**config.mk**
```make
export PLATFORM = sky130hd
export DESIGN_NAME = cordic_polar_iter
export DESIGN_NICKNAME = d
export VERILOG_FILES = /design/src/rtl/cordic_polar_iter.sv
export SDC_FILE = /design/constraint.sdc
export NUM_CORES = 1
export LEC_CHECK = 0
export ABC_AREA = 0
export BUFFER_PORTS_ARGS = -buffer_cell sky130_fd_sc_hd__buf_2
export CAP_MARGIN = 20
export CELL_PAD_IN_SITES_DETAIL_PLACEMENT = 0
export CELL_PAD_IN_SITES_GLOBAL_PLACEMENT = 2
export CORE_MARGIN = 5
export CORE_UTILIZATION = 40
export DETAILED_ROUTE_END_ITERATION = 6
export PLACE_DENSITY_LB_ADDON = 0.3
export SLEW_MARGIN = 30
export SYNTH_ARGS = -nofsm -noshare
export SYNTH_HDL_FRONTEND = slang
export SYNTH_SLANG_ARGS = --single-unit
export TNS_END_PERCENT = 100
```
**constraint.sdc**
```tcl
create_clock -name clk -period 11.2 [get_ports clk]
set_input_delay 0.56 -clock clk [delete_from_list [all_inputs] [get_ports clk]]
set_output_delay 0.56 -clock clk [all_outputs]
set_load 0.005 [all_outputs]
```
**src/rtl/cordic_polar_iter.sv**
```systemverilog
// Iterative CORDIC vectoring engine: signed (x, y) -> magnitude and binary-angle phase.
// Optional gain compensation stage enabled by defining CORDIC_GAIN_COMP_EN.
module cordic_polar_iter #(
    parameter int unsigned WIDTH   = 8,
    parameter int unsigned ITER    = 8,
    parameter int unsigned ANGLE_W = 8
) (
    input  logic                      clk,
    input  logic                      rst_n,
    input  logic                      ena,
    input  logic                      in_valid,
    output logic                      in_ready,
    input  logic signed [WIDTH-1:0]   x_in,
    input  logic signed [WIDTH-1:0]   y_in,
    output logic                      out_valid,
    input  logic                      out_ready,
    output logic [WIDTH+1:0]          mag_out,
    output logic [ANGLE_W-1:0]        ang_out,
    output logic                      busy
);

    localparam int unsigned DW    = WIDTH + 2;
    localparam int unsigned CNT_W = (ITER > 1) ? $clog2(ITER) : 1;

    typedef enum logic [1:0] {
        S_IDLE = 2'd0,
        S_ROT  = 2'd1,
        S_COMP = 2'd2,
        S_DONE = 2'd3
    } state_t;

    state_t                   state_q, state_d;
    logic signed [DW-1:0]     x_q, x_d, y_q, y_d;
    logic signed [DW-1:0]     x_ext, y_ext, x_sh, y_sh;
    logic [ANGLE_W-1:0]       z_q, z_d, a_i;
    logic [CNT_W-1:0]         i_q, i_d;
    logic                     zero_q, zero_d;
    logic [DW-1:0]            mag_d;
    logic [ANGLE_W-1:0]       ang_d;
    logic                     ov_d, busy_d;
`ifdef CORDIC_GAIN_COMP_EN
    logic signed [DW-1:0]     x_comp;
`endif

    // Arctangent table, 16-bit full-circle units scaled down to ANGLE_W bits
    function automatic logic [ANGLE_W-1:0] atan_lut(input int unsigned idx);
        logic [15:0] a;
        case (idx)
            0:       a = 16'd8192;
            1:       a = 16'd4836;
            2:       a = 16'd2555;
            3:       a = 16'd1297;
            4:       a = 16'd651;
            5:       a = 16'd326;
            6:       a = 16'd163;
            7:       a = 16'd81;
            8:       a = 16'd41;
            9:       a = 16'd20;
            10:      a = 16'd10;
            11:      a = 16'd5;
            12:      a = 16'd3;
            13:      a = 16'd1;
            14:      a = 16'd1;
            default: a = 16'd0;
        endcase
        return ANGLE_W'(a >> (16 - ANGLE_W));
    endfunction

    assign in_ready = rst_n & ena & (state_q == S_IDLE);

    // Next-state, datapath and output computation
    always_comb begin
        state_d = state_q;
        x_d     = x_q;
        y_d     = y_q;
        z_d     = z_q;
        i_d     = i_q;
        zero_d  = zero_q;
        mag_d   = mag_out;
        ang_d   = ang_out;
        ov_d    = out_valid;
        x_ext   = DW'(x_in);
        y_ext   = DW'(y_in);
        x_sh    = x_q >>> i_q;
        y_sh    = y_q >>> i_q;
        a_i     = atan_lut(32'(i_q));
`ifdef CORDIC_GAIN_COMP_EN
        // 1/K ~= 2^-1 + 2^-3 - 2^-6 - 2^-9, truncating shifts
        x_comp  = (x_q >>> 1) + (x_q >>> 3) - (x_q >>> 6) - (x_q >>> 9);
`endif
        case (state_q)
            S_IDLE: begin
                if (in_valid && in_ready) begin
                    // Fold left half-plane onto the right so the rotations converge
                    if (x_in[WIDTH-1]) begin
                        x_d = -x_ext;
                        y_d = -y_ext;
                        z_d = {1'b1, {(ANGLE_W-1){1'b0}}};
                    end else begin
                        x_d = x_ext;
                        y_d = y_ext;
                        z_d = '0;
                    end
                    zero_d  = (x_in == '0) && (y_in == '0);
                    i_d     = '0;
                    state_d = S_ROT;
                end
            end
            S_ROT: begin
                if (!y_q[DW-1]) begin
                    x_d = x_q + y_sh;
                    y_d = y_q - x_sh;
                    z_d = z_q + a_i;
                end else begin
                    x_d = x_q - y_sh;
                    y_d = y_q + x_sh;
                    z_d = z_q - a_i;
                end
                if (i_q == CNT_W'(ITER - 1)) begin
                    i_d = '0;
`ifdef CORDIC_GAIN_COMP_EN
                    state_d = S_COMP;
`else
                    state_d = S_DONE;
`endif
                end else begin
                    i_d = i_q + CNT_W'(1);
                end
            end
`ifdef CORDIC_GAIN_COMP_EN
            S_COMP: begin
                x_d     = x_comp;
                state_d = S_DONE;
            end
`endif
            S_DONE: begin
                // Load result once, then hold it until the consumer takes it
                if (!out_valid) begin
                    mag_d = x_q;
                    ang_d = zero_q ? '0 : z_q;
                    ov_d  = 1'b1;
                end else if (out_ready) begin
                    ov_d    = 1'b0;
                    state_d = S_IDLE;
                end
            end
            default: state_d = S_IDLE;
        endcase
        busy_d = (state_d != S_IDLE);
    end

    // State and datapath registers; ena low freezes everything
    always_ff @(posedge clk or negedge rst_n) begin
        if (!rst_n) begin
            state_q   <= S_IDLE;
            x_q       <= '0;
            y_q       <= '0;
            z_q       <= '0;
            i_q       <= '0;
            zero_q    <= 1'b0;
            mag_out   <= '0;
            ang_out   <= '0;
            out_valid <= 1'b0;
            busy      <= 1'b0;
        end else if (ena) begin
            state_q   <= state_d;
            x_q       <= x_d;
            y_q       <= y_d;
            z_q       <= z_d;
            i_q       <= i_d;
            zero_q    <= zero_d;
            mag_out   <= mag_d;
            ang_out   <= ang_d;
            out_valid <= ov_d;
            busy      <= busy_d;
        end
    end

endmodule

```
* After elaboration in Yosys (flattened, before gate mapping)
Memories as Yosys holds them, arrays and structs flattened.
Index checks and enable logic that the tools add are counted.
** Storage, ports and cells
- Output and inout bits :: 21
- ROM bits :: 112
- Register bits :: 54
- Memories :: 1
- Word-level logic and storage cells :: 63
** Memory list
- (no name shown) :: words 8, bits a word 14, rd ports 1, clocked after Yosys merged registers in 0, wr ports 0, line 48 : case (idx)
** Cells by class
- Shifts and indexed selects :: 2
- Muxes and demuxes :: 23
- Bitwise gates (word level) :: 3
- Add/sub/neg operators :: 9
- Reduce and logical (&&, ||, !) cells :: 11
- Eq/ne operators :: 4
** Operators by type and width (count)
- $mux 10 :: 6
- $pmux 10 s2 :: 2
- $mux 8 :: 4
- $add 10x10->10 :: 2
- $neg 8->10 :: 2
- $sshr 10x3->10 :: 2
- $sub 10x10->10 :: 2
- $logic_not 8->1 :: 2
- $pmux 8 s2 :: 1
- $reduce_and 3->1 :: 3
- $add 8x8->8 :: 1
- $mux 2 :: 4
- $sub 8x8->8 :: 1
- $mux 3 :: 2
- $pmux 2 s3 :: 1
- $pmux 3 s2 :: 1
- $reduce_bool 2->1 :: 2
- $add 3x1->3 const B :: 1
- $eq 3x3->1 const B :: 1
- $and 1x1->1 :: 2
- $eq 2x1->1 const B :: 1
- $eq 2x2->1 const B :: 1
- $logic_and 1x1->1 :: 2
- $logic_not 2->1 :: 1
- 4 further kinds :: 5

* Depth between registers and ports, before layout
- Depth in word-level cells :: 6
- Depth in mapped cells :: 20
- Gate-level depth less buffers :: 17

* Least setup slack after synthesis
No wires, ideal clock.
- Path kind :: register to register
- From :: register i_q[0]
- To :: register y_q[9]
- Clock period less this slack :: 3.837 ns
- Cell stages (with the launch flop) :: 21
- Required time :: 11.071 ns
- Buffers on the path :: 3
- Slack :: 7.363 ns
- Arrival :: 3.708 ns
- Library setup time :: 0.129 ns
- Cells stage by stage :: dfrtp_1 > buf_6 > buf_2 > buf_2 > mux2i_1 > nand2_1 > o21ai_0 > nor2_1 > a31oi_1 > ha_1 > inv_1 > nor4_2 > nor2_1 > mux4_2 > a31o_1 > ha_1 > nand2_1 > o21a_1 > o21ai_0 > xnor2_1 > o22ai_1
** On the way
- Longest elaborated chain between the ends :: 4
** Ends and longest elaborated chain
- start: declaration :: line 36 : logic [CNT_W-1:0] i_q, i_d;
- start signal: assignment :: line 170 : i_q <= i_d;
- $sshr 10x3->10 (*) :: line 84 : x_sh = x_q >>> i_q;
- $sub 10x10->10 or $add 10x10->10 (tied branches) :: line 112, 116
- $mux 10 (*) :: line 110 : if (!y_q[DW-1]) begin
- $pmux 10 s2 (*) :: line 91 : case (state_q)
- end signal: assignment :: line 168 : y_q <= y_d;
- end: declaration :: line 33 : logic signed [DW-1:0] x_q, x_d, y_q, y_d;
Every way passes the cells marked *; elsewhere a longest branch is shown, timed or not.
A chain may end at the register's enable or synchronous reset.

* Worst setup path after layout
Ends and elaborated chain as after synthesis.

==> reports/qor.yml <==
run_status:
  outcome: "finished, final reports clean"
critical_path:
  r2r-end: "y_q[9]"
  ff2ff_path_depth: 17
  cp_top_family: "compound AO/OA/AOI/OAI gates"
  worstPathBufferInverterCount: 2
  start_kind: "register"
  slowest_delay_ps: 470
  crit_type: "register to register"
  crit_chain: "buf_4, mux2_4, o21ai_0, nor2_1, a31oi_1, ha_1, inv_1, nor4_2, nor2_1, mux4_2, a31o_1, ha_1, nand2_1, o21a_1, o21ai_0, xnor2_1, o22ai_1"
  r2r_slack_ps: 6970
  timing.rr.start: "i_q[0]"
  cp_slowest_cell: "mux4_2"
  critical_path_arrival_ps: 4410
  critical_path_required_ps: 11380
  crit_fanout: 39
  crit_path_end_kind: "register"
sta:
  tightest_slew_ps: 803
  hold_viol: 0
  clock.fmax_mhz: 237
  rsz0062_at_grt: "no"
  fin_setup_tns_ps: 0
  finalCritPeriodShare_pct: 37.7
  fin_crit_ps: 4230
  setup_violations: 0
  maxSlewHeadroom_pct: 46.0
  finClkSkew_ps: 9.78
  slew_viol_final: 0
die:
  fp.dieArea_um2: 15100
  rows: 41
  die_x_um: 123
  initial_core_util_pct: 40.6
  io_pins: 42
  dieHeight_um: 123
  core_area_um2: 12500
logic_synthesis:
  yosys.cell_types.count: 62
  netlist_instances: 623
  syn_area_um2: 5080
  ys_seq_elements: 54
  synth-edff-count: 0
  async_flop_share_pct: 100
  synth_top_cell_by_area: "dfrtp_1"
  synth_top_area_share_pct: 26.6
  syn_avg_cell_area_um2: 8.15
  yosysWarningCount: 0
  ys_top_cells_by_area: "dfrtp_1 (27%), ha_1 (8.9%), o21ai_0 (6.3%)"
  syn_nets: 683
  yosysSeqAreaShare_pct: 26.6
  ys.flop_type: "dfrtp_1"
hold_path:
  hold_class: "input port to async pin"
clock_tree:
  post-cts-setup-buffers: 0
  numClockSinks: 54
  cts_buffer_depth: 2
  htree_num_levels: 2
  clockRootBuffer: "clkbuf_16"
  numCtsBuffers: 5
  cts.hold.buffers_added: 0
  cts_resized: 0
  tritoncts: "yes"
  insertion_delay_ps: 310
  clkTransAtPathRegs_ps: 80
grt:
  grt_overflow: 0
  grt_max_degree: 56
  grt_pass1_wl_mm: 24.1
  grt_pass1_vias: 4506
  grt_usage_pct: 20.4
  antenna_found_initial: 0
drt:
  drt_iter0_markers: 379
  drtPass1Iterations: 5
  vias: 4628
  detail_route.vias_per_cell: 5.69
  drtAntennaViolNets: 0
  routed_wl_mm: 14.6
  wl_per_cell_um: 17.9
  route.detailed.drc: 0
layout:
  drive_gt1_share_pct: 13.9
  nets: 701
  final_common_cell: "nand2_1"
  stdcell_count: 814
  fin_util_pct: 44.2
  n_fill_cell: 1298
  area_delta_synth_final_pct: 8.97
  final_cell_mix: "nand2_1 (80), o21ai_0 (64), dfrtp_1 (53)"
flow_run:
  cap_viol_max_count: 0
placed_design:
  io_buffers: 41
  dp.cells: 805
  gp_congestion: 0.861
  post-dp-hpwl_mm: 10.8
metrics by stage:
| step | area [um2] | hold slack, ps | worst slack (ps) |
|---|---|---|---|
| 6_report | 5530 | 392 | 6970 |
| 5_1_grt | 5530 | 476 | 6640 |
| 4_1_cts | 5530 | 422 | 6660 |
| 3_5_place_dp | 5390 | 466 | 6660 |
| 3_3_place_gp | 5390 | 459 | 6810 |
| 2_1_floorplan | 5080 | 264 | 7360 |
metal layers:
layer | vias up | track usage, % | part of all wire, %
li1 | 2260 | - | -
met1 | 2197 | 27.3 | 45
met2 | 141 | 33.1 | 46
met3 | 30 | 3.82 | 5.7
met4 | 0 | 7.14 | 2.9
met5 | - | 0 | 0
cell usage after synthesis, drive strengths merged (12+ instances only):
cell type and count:
a21oi 38, clkbuf 26, dfrtp 54, ha 36
inv 27, mux2 12, nand2 80, nand2b 17
nor2 49, nor2b 16, nor3 13, o21ai 65
xnor2 21, xor2 16
worst max-delay path by stage:
stage | start | end | slack [ps] | cells past startpoint
5_1_grt | i_q[2] | y_q[8] | 6640 | 14
3_5_place_dp | i_q[2] | y_q[9] | 6660 | 14
2_1_floorplan | i_q[0] | y_q[9] | 7360 | 20
6_report | i_q[0] | y_q[9] | 6970 | 17
3_3_place_gp | i_q[2] | y_q[9] | 6810 | 14
4_1_cts | i_q[2] | y_q[9] | 6660 | 14
registers in the layout, summed over array words and instances (netlist names), 2 cells and up:
name	cells
ang_out	8
i_q	3
mag_out	10
state_q	2
x_q	10
y_q	10
z_q	8
final cells by class:
cell class	count	area (um2)	share of cell area, %
clock inverters	2	15.0	0.271
repair buffers	48	255	4.61
clock buffers	5	125	2.26
multi-input cells	504	3460	62.6
flip-flops and latches	54	1350	24.4
inverters	28	105	1.90
diodes	1	2.50	0.0452
well taps	172	215	3.89
worst reg2reg max path, delay by kind of cell (launching register included):
family / cells / cell delay [ps]
compound gates: 6 / 1220
mux: 2 / 830
fa+ha+maj: 2 / 570
simple gates: 4 / 550
buf+inv: 2 / 470
flops: 1 / 340
xor+xnor: 1 / 140
cells by family (layout without fill, tap and decap cells):
kind of cell / Yosys count / after routing / share of synthesized area, %
buf+inv: 65 / 83 / 5.25
other cells: 0 / 1 / 0
flops: 54 / 54 / 26.6
mux: 33 / 33 / 9.34
compound gates: 185 / 185 / 23.0
simple gates: 210 / 210 / 19.4
fa+ha+maj: 39 / 39 / 10.1
xor+xnor: 37 / 37 / 6.38
Power is not shown: default switching activity piles up to over one toggle a cycle in this logic, so the estimate is an artifact.
